**config.mk**
```make
export PLATFORM = sky130hd
export DESIGN_NAME = flash_read_responder
export DESIGN_NICKNAME = d
export VERILOG_FILES = /design/src/rtl/flash_read_responder.sv
export SDC_FILE = /design/constraint.sdc
export NUM_CORES = 1
export LEC_CHECK = 0
export BUFFER_PORTS_ARGS = -buffer_cell sky130_fd_sc_hd__buf_2
export CAP_MARGIN = 20
export CORE_MARGIN = 1
export CORE_UTILIZATION = 30
export DETAILED_ROUTE_END_ITERATION = 12
export SETUP_SLACK_MARGIN = 0.4
export SLEW_MARGIN = 20
export SYNTH_ARGS = -nofsm -noshare
export SYNTH_HDL_FRONTEND = slang
export SYNTH_SLANG_ARGS = --single-unit
```
**constraint.sdc**
```tcl
create_clock -name clk -period 1.71 [get_ports clk]
set_input_delay 0.171 -clock clk [delete_from_list [all_inputs] [get_ports clk]]
set_output_delay 0.171 -clock clk [all_outputs]
set_load 0.01 [all_outputs]
```
**src/rtl/flash_read_responder.sv**
```systemverilog
// rtl/flash_read_responder.sv - single wait-stated parallel flash read per controller request
module flash_read_responder #(
  parameter int ADDR_W      = 16,
  parameter int DATA_W      = 16,
  parameter int WAIT_STATES = 8
) (
  input  logic              clk,
  input  logic              rst,
  input  logic              flash_ready,
  input  logic [ADDR_W-1:0] flash_address,
  output logic [DATA_W-1:0] flashData_out,
  output logic              flash_valid,
  output logic              flash_busy,
  output logic [ADDR_W-1:0] fl_addr,
  output logic              fl_ce_n,
  output logic              fl_oe_n,
  input  logic [DATA_W-1:0] fl_dq
);

  typedef enum logic [2:0] {
    S_IDLE,
    S_SETUP,
    S_WAIT,
    S_CAPTURE,
    S_HOLD
  } state_t;

  localparam logic [3:0] LAST_WAIT = 4'(WAIT_STATES - 1);

  state_t            state, state_d;
  logic [3:0]        wait_cnt, wait_cnt_d;
  logic [ADDR_W-1:0] fl_addr_d;
  logic [DATA_W-1:0] data_d;
  logic              ce_n_d, oe_n_d, valid_d;
  logic              accept;

  always_ff @(posedge clk) begin
    if (rst) begin
      state         <= S_IDLE;
      wait_cnt      <= '0;
      fl_addr       <= '0;
      fl_ce_n       <= 1'b1;
      fl_oe_n       <= 1'b1;
      flashData_out <= '0;
      flash_valid   <= 1'b0;
    end else begin
      state         <= state_d;
      wait_cnt      <= wait_cnt_d;
      fl_addr       <= fl_addr_d;
      fl_ce_n       <= ce_n_d;
      fl_oe_n       <= oe_n_d;
      flashData_out <= data_d;
      flash_valid   <= valid_d;
    end
  end

  // fl_addr always holds the most recently accepted address, so it also
  // serves as the "last address" reference for repeat-request filtering.
  always_comb begin
    state_d    = state;
    wait_cnt_d = wait_cnt;
    fl_addr_d  = fl_addr;
    ce_n_d     = fl_ce_n;
    oe_n_d     = fl_oe_n;
    data_d     = flashData_out;
    valid_d    = 1'b0;
    accept     = 1'b0;

    case (state)
      S_IDLE: accept = flash_ready;
      S_SETUP: begin
        state_d    = S_WAIT;
        oe_n_d     = 1'b0;
        wait_cnt_d = '0;
      end
      S_WAIT: begin
        wait_cnt_d = wait_cnt + 4'd1;
        if (wait_cnt == LAST_WAIT) state_d = S_CAPTURE;
      end
      S_CAPTURE: begin
        state_d = S_HOLD;
        data_d  = fl_dq;
        valid_d = 1'b1;
        ce_n_d  = 1'b1;
        oe_n_d  = 1'b1;
      end
      S_HOLD: begin
        if (!flash_ready) state_d = S_IDLE;
        else              accept  = (flash_address != fl_addr);
      end
      default: state_d = S_IDLE;
    endcase

    if (accept) begin
      state_d   = S_SETUP;
      fl_addr_d = flash_address;
      ce_n_d    = 1'b0;
    end
  end

  assign flash_busy = (state == S_SETUP) || (state == S_WAIT) || (state == S_CAPTURE);

endmodule
```
== After elaboration in Yosys (flattened, before gate mapping) ==
Cells that the tools add are included.
Word-level totals
  register bits after elaboration: 42
  latch bits: 0
  RAM bits: 0
  memory bits (read-only): 0
  bits of input ports: 35
  output and inout port bits: 36
  word-level logic and storage cells: 41
  memories kept: 0
Cells by class
  add/sub/neg operators: 1
  $mul: 0
  divide/modulo/power cells: 0
  $lt $le $gt $ge: 0
  equality and inequality tests: 11
  shift-type cells: 0
  mux-type cells: 11
  bitwise logic cells: 1
  reductions and logical operators: 9
Operators by type and width (number)
  inequality test 16 bit: 1
  case mux 3 bit (5 select lines): 1
  case mux 4 bit (2 select lines): 1
  equality test 3 x 2 -> 1 bit, second input constant: 2
  two-way mux 3 bit: 2
  inequality test 2 bit, second input constant: 3
  inequality test 3 bit, second input constant: 2
  AND reduction 3 bit: 2
  nonzero test 2 bit: 3
  two-way mux 1 bit: 5
  adder 4 x 1 -> 4 bit, second input constant: 1
  equality test 4 x 3 -> 1 bit, second input constant: 1
  case mux 1 bit (2 select lines): 2
  equality test 3 x 1 -> 1 bit, second input constant: 1
  equality test 3 bit, second input constant: 1
  zero test 3 bit: 1
  logical OR 1 bit: 2
  OR reduction 2 bit: 1
  NOT 1 bit: 1

== Depth between registers and ports, before layout ==
Gate-level depths: netlist of run 1.
  depth after elaboration: 5
  gate-level depth with buffers: 7
  mapped depth without buffers: 5

== Worst setup path before layout of run 1 ==
Ideal clock, no wire load.
  kind: register to register
  from: reg fl_addr[10]
  to: reg fl_addr[3]
  library setup time: 0.122 ns
  data arrival time: 1.322 ns
  required time: 1.588 ns
  setup slack: 0.266 ns
  stages on the path, launching flop included: 7
  path buffers: 1
  period minus slack after synthesis: 1.444 ns
  cell sequence: dfxtp_1 -> xnor2_1 -> nand4_1 -> or2_1 -> buf_2 -> a32oi_1 -> nand3_1
Between the ends
  word-level cells in the longest chain between the ends: 3
Ends and longest elaborated chain
  start: declaration: line 14  | output logic [ADDR_W-1:0] fl_addr,
  start signal: assignment: line 49  | fl_addr <= fl_addr_d;
  inequality test 16 bit: line 89  | else accept = (flash_address != fl_addr);
  two-way mux 1 bit: line 88  | if (!flash_ready) state_d = S_IDLE;
  case mux 1 bit (2 select lines): line 69  | case (state)
Every way passes these cells.
A chain may end at the register's enable or synchronous reset.

== Worst setup path in the final report of run 1 ==
  from: reg fl_addr[7]
  to: reg fl_addr[12]
The elaborated chain is that of the path after synthesis.

==> flow_summary.ini, run 1 <==
[placement]
port_buffers = 70
routabilityCongestion = 0.717
dp_hpwl_um = 3860
dpl.cell_count = 390

[sta]
period_needed_ns = 1.50
slew_headroom = 0.733
max_freq_ghz = 0.668
slew_viol_final = 0
clock_skew_ns = 0.00567
rsz0062_at_grt = yes
tightest_slew_ns = 0.401
tns_ns = 0
setup_viol = 0
hold_viol = 0
min_period_over_period = 0.876

[layout]
instances_no_fill = 412
fin_nets = 370
antenna_cells = 0
area.growth.synth_to_final_pct = 42.7
drive_gt1_frac = 0.454

[clock_network]
clockRootBuffer = clkbuf_8
clock_sinks = 42
insertion_delay_ns = 0.30
cts_tree = yes
clock_path_buffers = 2
numCtsBuffers = 5
clk_pin_slew_ns = 0.09
h-tree-depth = 2

[global_routing]
overflow = 0
grt_usage = 0.168
grt_pass1_wl_um = 9690
grt_pass1_vias = 1980
grt_antenna_before_repair = 0
grt_max_degree = 42

[synth]
ys_ff_latch = 42
synth_area_per_cell_um2 = 8.24
synth.distinct_cells = 36
netlist_area_um2 = 2070
syn-num-nets = 287
ys_seq_area_frac = 0.406
ys.warnings.count = 0
synth_cells = 251

[worst_setup_path]
cp_slowest_cell = dfxtp_4
critPathRequiredTime_ns = 1.90
startpoint_type = register
crit_chain = xnor2_2 > nand4_1 > nor3_4 > buf_6 > buf_12 > nand2b_4 > nand3_1
crit_family = simple AND/OR/NAND/NOR gates
crit_buf_inv = 2
worst-path-max-fanout = 10
worstSetupEndpointType = register
worstSetupPathType = reg -> reg
arrival_ns = 1.68
r2r_slack_ns = 0.21
critPathMaxStageDelay_ns = 0.37

[routing]
routed_wl_um = 5940
ant_nets = 0
drt-pass1-iter-count = 4
avgViaCountPerCell = 5.15
vias = 2120
first_iter_violations = 180
wl_per_cell_um = 14.4
drc_errors = 0

[die]
start_util = 0.319
num_rows = 29
ios = 71
die_y_um = 85.1
dieWidth_um = 85.1
core_um2 = 6490
die_area_um2 = 7230

[pwr]
p_total_mw = 2.29
vdd_drop_max_mv = 0.337
power.density_nw_per_um2 = 776
p_leak_nw = 1.29

[outcome]
outcome = finished clean

[job]
cap_viol_max_count = 0

[min_path]
hold_path.class = in -> reg
==> placed cells by master, fill, tap and decap left out, types with 6 or more instances in the layout <==
cell type,count
buf_2,69
nand2_1,43
dfxtp_1,23
a21oi_1,22
nand4_1,19
buf_4,17
and3_1,13
a32oi_1,13
nand3_1,12
xnor2_1,10
dfxtp_4,10
dfxtp_2,9
nand2b_1,8
xnor2_2,7
nor2_1,6
==> metrics by stage <==
step                hold slack, ns  setup WS [ns]  cell area [um2]   util
finish                      0.0941          0.213             2950  0.455
global route                 0.104          0.132             2950  0.455
CTS                         0.0846          0.267             2800  0.431
detailed placement           0.418          0.131             2550  0.393
global placement             0.411          0.157             2550  0.393
floorplan                    0.299          0.367             2110      -
==> cells by family (layout without fill, tap and decap cells) <==
logic type / Yosys count / after routing / synth area share
AOI/OAI and AO/OA: 46 / 46 / 0.146
and+or+nand+nor: 120 / 120 / 0.301
buffers and inverters: 23 / 107 / 0.0586
xor gates and xnor gates: 17 / 17 / 0.0719
DFF: 42 / 42 / 0.406
muxes: 2 / 2 / 0.0103
adders and majority gates: 1 / 1 / 0.00604
==> sequential cells by signal (all words and copies together), names as in the netlist <==
signal / flops
state: 3
flash_valid: 1
fl_ce_n: 1
wait_cnt: 4
fl_addr: 16
flashData_out: 16
fl_oe_n: 1
==> report_power, final <==
part           leakage, nW  internal [mW]  switching, mW
Combinational        0.890          0.252          0.247
Sequential           0.353           1.05         0.0690
Clock               0.0447          0.295          0.376
Total                 1.29           1.60          0.692
==> final cells by class <==
type	count	area (um2)
fillers	643	3540
multi-input cells	186	1240
flip-flops and latches	42	890
repair buffers	95	622
well taps	77	96.3
clock buffers	5	68.8
clock inverters	3	25.0
inverters	4	15.0
==> tightest hold or removal path, delay by kind of cell <==
family	cells	cell delay [ns]
buf+inv	1	0.09
simple gates	1	0.04
compound gates	1	0.05
==> cell usage after synthesis (all sizes together) <==
master | n | area [um2]
buf | 15 | 91.3
a221oi | 1 | 8.76
ha | 1 | 12.5
nand4 | 19 | 119
a32oi | 13 | 114
mux2 | 1 | 11.3
or2 | 2 | 12.5
o21ai | 4 | 20.0
nand2 | 43 | 161
a21oi | 23 | 119
a2bb2oi | 1 | 8.76
nor3b | 1 | 7.51
xnor2 | 17 | 149
clkbuf | 4 | 15.0
nand3 | 15 | 75.1
nor2b | 1 | 6.26
mux2i | 1 | 10.0
and3 | 13 | 81.3
nor2 | 8 | 35.0
a21boi | 1 | 7.51
a22oi | 2 | 15.0
nor3 | 3 | 31.3
nand2b | 13 | 81.3
inv | 4 | 15.0
and2 | 2 | 12.5
a22o | 1 | 8.76
dfxtp | 42 | 841
==> repair_timing <==
| action | 4_1_cts | 5_1_grt |
|---|---|---|
| cloned | 1 | 1 |
| endpoints found under the setup margin | 33 | 33 |
| hold buffers | 0 | 0 |
| gates resized for setup | 20 | 20 |
| pin swaps | 1 | 11 |
| setup buffers | 8 | 4 |
==> layer usage <==
| layer | vias up | track usage | routed length (um) |
|---|---|---|---|
| li1 | 1065 | - | - |
| met2 | 56 | 0.268 | 2890 |
| met1 | 991 | 0.225 | 2660 |
| met5 | - | 0 | 0 |
| met4 | 0 | 0.0616 | 87 |
| met3 | 8 | 0.0311 | 301 |
==> final timing paths <==
path | start | end | depth (start not counted)
max | fl_addr[7] | fl_addr[12] | 7
min | fl_dq[6] | flashData_out[6] | 3
max reg2reg | fl_addr[7] | fl_addr[12] | 7
min reg2reg | flashData_out[11] | flashData_out[11] | 2
No activity file was read; power rests on OpenSTA's default activity.
==> run 2, diff against run 1 <==
- clock period: 1.71 -> 1.64 ns (I/O delays scaled with it)
==> run 2 against run 1 <==
First-iteration DRC count down 59%. Utilization rose by 5.4 points. Critical path depth unchanged. Sequential power increased by 4%. Largest power group unchanged. Routed wire length up 11%. Cell count grew 3.4%. Non-clock buffer count is 13 higher. Clock power increased by 2%.
==> flow_summary.ini, run 2 (synthesis gave the netlist of run 1 again) <==
[global_routing]
overflow = 0
grt_usage = 0.172
use_met3 = 0.0350
grt_max_degree = 42
grt_pass1_vias = 2055
globalRouteMet2Util = 0.275
grt_busiest_layer = met2
use_met1 = 0.227
grt_antenna_before_repair = 0
grt_pass1_wl_um = 9900

[routing]
avgViaCountPerCell = 5.24
wl_per_cell_um = 15.4
routed_wl_um = 6580
vias = 2231
first_iter_violations = 74
drc_errors = 0
drt-pass1-iter-count = 4
ant_nets = 0

[layout]
drive_gt1_frac = 0.587
layout.cells.most_common = buf_2
antenna_cells = 0
reg.largest.list = fl_addr x16, flashData_out x16, wait_cnt x4
fin_nets = 384
layout_common_cells = buf_2, nand2_1, buf_4, dfxtp_1, nand4_1
final_util = 0.508
area.growth.synth_to_final_pct = 59.6
finish.instance_area_um2 = 3300

[worst_setup_path]
worst-path-max-fanout = 7
startpoint_type = register
rr_startpoint = fl_addr[5]
arrival_ns = 1.69
crit_buf_inv = 2
critPathRequiredTime_ns = 1.88
r2r_slack_ns = 0.19
crit_path_end = fl_addr[3]
critPathMaxStageDelay_ns = 0.37
crit_cells = 7
worstSetupEndpointType = register
worstReg2RegEnd = fl_addr[3]
critPathLaunch = fl_addr[5]
crit_chain = xnor2_1 > nand4_1 > nor3_4 > buf_6 > buf_6 > nand4_1 > nand3_2
worstSetupPathType = reg -> reg
rr_worst_depth = 7
crit_family = simple AND/OR/NAND/NOR gates
cp_slowest_cell = dfxtp_4

[placement]
placed_area_um2 = 2550
routabilityCongestion = 0.736
dp_hpwl_um = 3680
port_buffers = 70

[pwr]
power.density_nw_per_um2 = 754
comb_power_share = 0.257
clock_power_share = 0.276
p_leak_nw = 1.49
p_int_mw = 1.73
switching_share = 0.307
net-switching-power_uw = 763
power_frac_seq = 0.467
vdd_drop_max_mv = 0.276
p_total_mw = 2.49

[clock_network]
numCtsBuffers = 5
clock_sinks = 42
clockRootBuffer = clkbuf_8
cts_tree = yes
cts.hold.buffers_added = 0
h-tree-depth = 2
clock_path_buffers = 2
insertion_delay_ns = 0.30
clk_pin_slew_ns = 0.09

[sta]
clock_skew_ns = 0.00749
rsz0062_at_grt = yes
max_freq_ghz = 0.689
tns_ns = 0
period_needed_ns = 1.45
holdWs_ns = 0.0885
slew_viol_final = 0
slew_headroom = 0.736
min_period_over_period = 0.885
setup_viol = 0
tightest_slew_ns = 0.396
hold_viol = 0

[die]
num_rows = 29
ios = 71
core_um2 = 6490
start_util = 0.319
die_y_um = 85.1
dieWidth_um = 85.1
die_area_um2 = 7230

[min_path]
hold_path.class = in -> reg

[outcome]
outcome = finished clean

[job]
cap_viol_max_count = 0
[run 2: changes by cell type in the layout (fill, tap and decap cells not counted), sizes merged]
| cell | change |
|---|---|
| clkbuf | +1 |
| or2 | +1 |
| clkinv | +1 |
| clkinvlp | -1 |
| buf | +12 |
[run 2: worst min path at each step]
stage / end / cells after the start / slack (ns) / startpoint
after global placement: flashData_out[4] / 3 / 0.40 / fl_dq[4]
after detailed placement: flashData_out[6] / 3 / 0.41 / fl_dq[6]
after floorplan: fl_addr[15] / 2 / 0.29 / flash_address[15]
after global routing: flashData_out[14] / 3 / 0.09 / fl_dq[14]
after CTS: flashData_out[4] / 3 / 0.08 / fl_dq[4]
final: flashData_out[14] / 3 / 0.09 / fl_dq[14]
[run 2: cell type report]
type / instances / area, um2
tap: 77 / 96.3
fill: 609 / 3190
timing repair buffer: 108 / 752
sequential: 42 / 887
clock buffer: 5 / 68.8
inverter: 4 / 15.0
multi-input combinational: 187 / 1460
clock inverter: 3 / 20.0
[run 2: stage by stage]
| stage | std cells | setup slack, ns |
|---|---|---|
| floorplan | 251 | 0.298 |
| global placement | 389 | 0.0894 |
| detailed placement | 389 | 0.0499 |
| CTS | 421 | 0.229 |
| global route | 426 | 0.107 |
| finish | 426 | 0.189 |
[run 2: power groups by stage]
stage	logic (mW)	registers, mW	clock network, mW
after CTS	0.563	1.16	0.706
after detailed placement	0.432	1.19	0
after floorplan	0.253	1.20	0
final	0.641	1.16	0.687
after global placement	0.428	1.19	0
after global routing	0.691	1.17	0.742
[run 2: layer usage]
layer | share of wire | up-vias
li1 | - | 1092
met3 | 0.051 | 13
met1 | 0.46 | 1067
met2 | 0.47 | 59
met4 | 0.020 | 0
met5 | 0 | -
[run 2: repair_timing]
action | in CTS | in global routing
setup endpoints to repair | 35 | 37
pin swaps | 14 | 26
gates cloned | 3 | 3
gates resized for setup | 33 | 63
setup buffers | 21 | 2
[run 2: tightest hold or removal path, cell delays in order]
cell	delay, ns
buf_2	0.10
nand2_2	0.05
a21oi_2	0.04
==> run 3, diff against run 2 <==
- ABC_AREA: default -> 1
==> run 3 against run 2 <==
Cell count decreased by 6.8%. Utilization shrank 8.1 points. Combinational power shrank 53%. Critical path type unchanged. Flip-flop and latch count unchanged. Non-clock buffer count is 24 lower. Critical path depth grew 3. Clock skew is 0.00083 ns lower. Routed wire length down 32%. Power fell by 10%. Sequential power is 5% lower. Worst hold slack got worse by 0.017 ns.
==> flow_summary.ini, run 3 <==
[outcome]
outcome = finished clean

[layout]
drive_gt1_frac = 0.385
reg.largest.list = fl_addr x16, flashData_out x16, wait_cnt x4
layout_common_cells = buf_2, nand2_1, dfxtp_1, inv_1, nand3_1
fin_nets = 357
layout.cells.most_common = buf_2
finish.instance_area_um2 = 2530
antenna_cells = 0
fillerInstances = 621
area.growth.synth_to_final_pct = 38.1

[routing]
routed_wl_um = 4440
first_iter_violations = 82
vias = 1817
wl_per_cell_um = 11.2
drc_errors = 0
drt-pass1-iter-count = 4
avgViaCountPerCell = 4.58
ant_nets = 0

[global_routing]
overflow = 0
grt_max_degree = 20
grt_usage = 0.142
grt_pass1_vias = 1591
grt_antenna_before_repair = 0
grt_pass1_wl_um = 7040

[pwr]
p_total_mw = 2.23
vdd_drop_max_mv = 0.412
power.density_nw_per_um2 = 882
p_leak_nw = 1.30

[placement]
port_buffers = 70
dp_hpwl_um = 3130
routabilityCongestion = 0.761
placed_area_um2 = 2270

[synth]
yosysTopAreaCell = dfxtp_1
synth-edff-count = 0
synth_area_per_cell_um2 = 7.66
synth_cells = 239
yosysTopAreaCellShare = 0.459
synthArstFlopShare = 0
ys_ff_latch = 42
synth.distinct_cells = 26
ys_top_cells_by_area = dfxtp_1, nand2_1, a22o_1, nand4_1, inv_1
synth_ff_type = dfxtp_1
ys_seq_area_frac = 0.459
syn-num-nets = 275
synth.most_common_cell = nand2_1
ys.warnings.count = 0
netlist_area_um2 = 1830
synth_common_cells = nand2_1, dfxtp_1, inv_1

[sta]
tns_ns = 0
slew_headroom = 0.745
max_freq_ghz = 0.717
tightest_slew_ns = 0.381
setup_viol = 0
hold_viol = 0
holdWs_ns = 0.0715
clock_skew_ns = 0.00667
period_needed_ns = 1.40
min_period_over_period = 0.851
rsz0062_at_grt = yes
slew_viol_final = 0

[worst_setup_path]
crit_top_cell = nand2_1
worstSetupEndpointType = register
critPathRequiredTime_ns = 1.83
critPathMaxStageDelay_ns = 0.35
cp_slowest_cell = dfxtp_2
worstSetupPathType = reg -> reg
worst-path-max-fanout = 6
arrival_ns = 1.59
startpoint_type = register
crit_chain = inv_1 > nand2_1 > nand2_1 > nor2_1 > nand2_1 > nor2_2 > nand3_4 > buf_8 > nand4_1 > nand2_1

[die]
die_area_um2 = 6420
die_y_um = 80.1
ios = 71
core_um2 = 5920
num_rows = 28
start_util = 0.309
dieWidth_um = 80.1

[clock_network]
clockRootBuffer = clkbuf_8
numCtsBuffers = 5
cts_tree = yes
clock_sinks = 42
insertion_delay_ns = 0.29
cts.hold.buffers_added = 0
h-tree-depth = 2
clk_pin_slew_ns = 0.09
clock_path_buffers = 2

[min_path]
hold_path.class = in -> reg

[job]
cap_viol_max_count = 0
-- run 3: cell count changes after synthesis, sizes merged, moves of 5 or more --
| cell | change |
|---|---|
| nand2 | +22 |
| a21oi | -18 |
| buf | -8 |
| a32oi | -13 |
| nor2 | +11 |
| and3 | -13 |
| a22o | +15 |
| nand3 | +5 |
| xnor2 | -15 |
| nand2b | -13 |
| inv | +26 |
-- run 3: cells by family (layout without fill, tap and decap cells) --
| kind of cell | after synthesis | count (layout) | share of synthesized area |
|---|---|---|---|
| DFF | 42 | 42 | 0.459 |
| xor gates and xnor gates | 4 | 4 | 0.0191 |
| and+or+nand+nor | 125 | 125 | 0.317 |
| AOI/OAI and AO/OA | 27 | 27 | 0.107 |
| adders and majority gates | 1 | 1 | 0.00683 |
| buffers and inverters | 40 | 123 | 0.0915 |
-- run 3: layer usage --
metal  track usage  up-vias  routed length (um)
met5             0        -                   0
met3        0.0330        5                 270
met4        0.0679        0                  59
li1              -      953                   -
met1         0.172      804                2050
met2         0.236       55                2070
-- run 3: cell type report --
class | instances | area (um2) | share of cell area
well taps | 75 | 93.8 | 0.0371
inverters | 31 | 116 | 0.0460
flip-flops and latches | 42 | 860 | 0.340
repair buffers | 84 | 492 | 0.194
clock buffers | 5 | 68.8 | 0.0272
multi-input cells | 157 | 856 | 0.338
clock inverters | 3 | 43.8 | 0.0173
-- run 3: worst paths after layout --
kind | startpoint | endpoint | slack [ns] | depth (start not counted)
setup / recovery | fl_addr[2] | fl_addr[10] | 0.24 | 10
setup reg to reg | fl_addr[2] | fl_addr[10] | 0.24 | 10
hold / removal | fl_dq[14] | flashData_out[14] | 0.07 | 2
hold reg to reg | wait_cnt[1] | wait_cnt[1] | 0.49 | 2
-- run 3: repair_timing --
| item | in CTS | in global routing |
|---|---|---|
| pin swaps | 1 | 18 |
| resized for setup | 6 | 11 |
| buffers inserted | 6 | 3 |
| endpoints found under the setup margin | 38 | 37 |
| cloned | 0 | 1 |
-- run 3: per-stage QoR --
step                worst slack [ns]  instances  utilization
floorplan                      0.356        239            -
finish                         0.245        397        0.427
CTS                            0.263        393        0.415
global placement               0.208        379        0.384
detailed placement             0.196        379        0.384
global route                  0.0865        397        0.427
-- run 3: where the power goes --
part	internal [mW]	switching (mW)
Clock	0.457	0.377
Sequential	1.06	0.0345
Combinational	0.128	0.173
-- run 3: worst max-delay path, delay by kind of cell (launching register included) --
kind	cells	cell delay [ns]
DFF	1	0.35
and+or+nand+nor	8	0.72
buffers and inverters	2	0.22
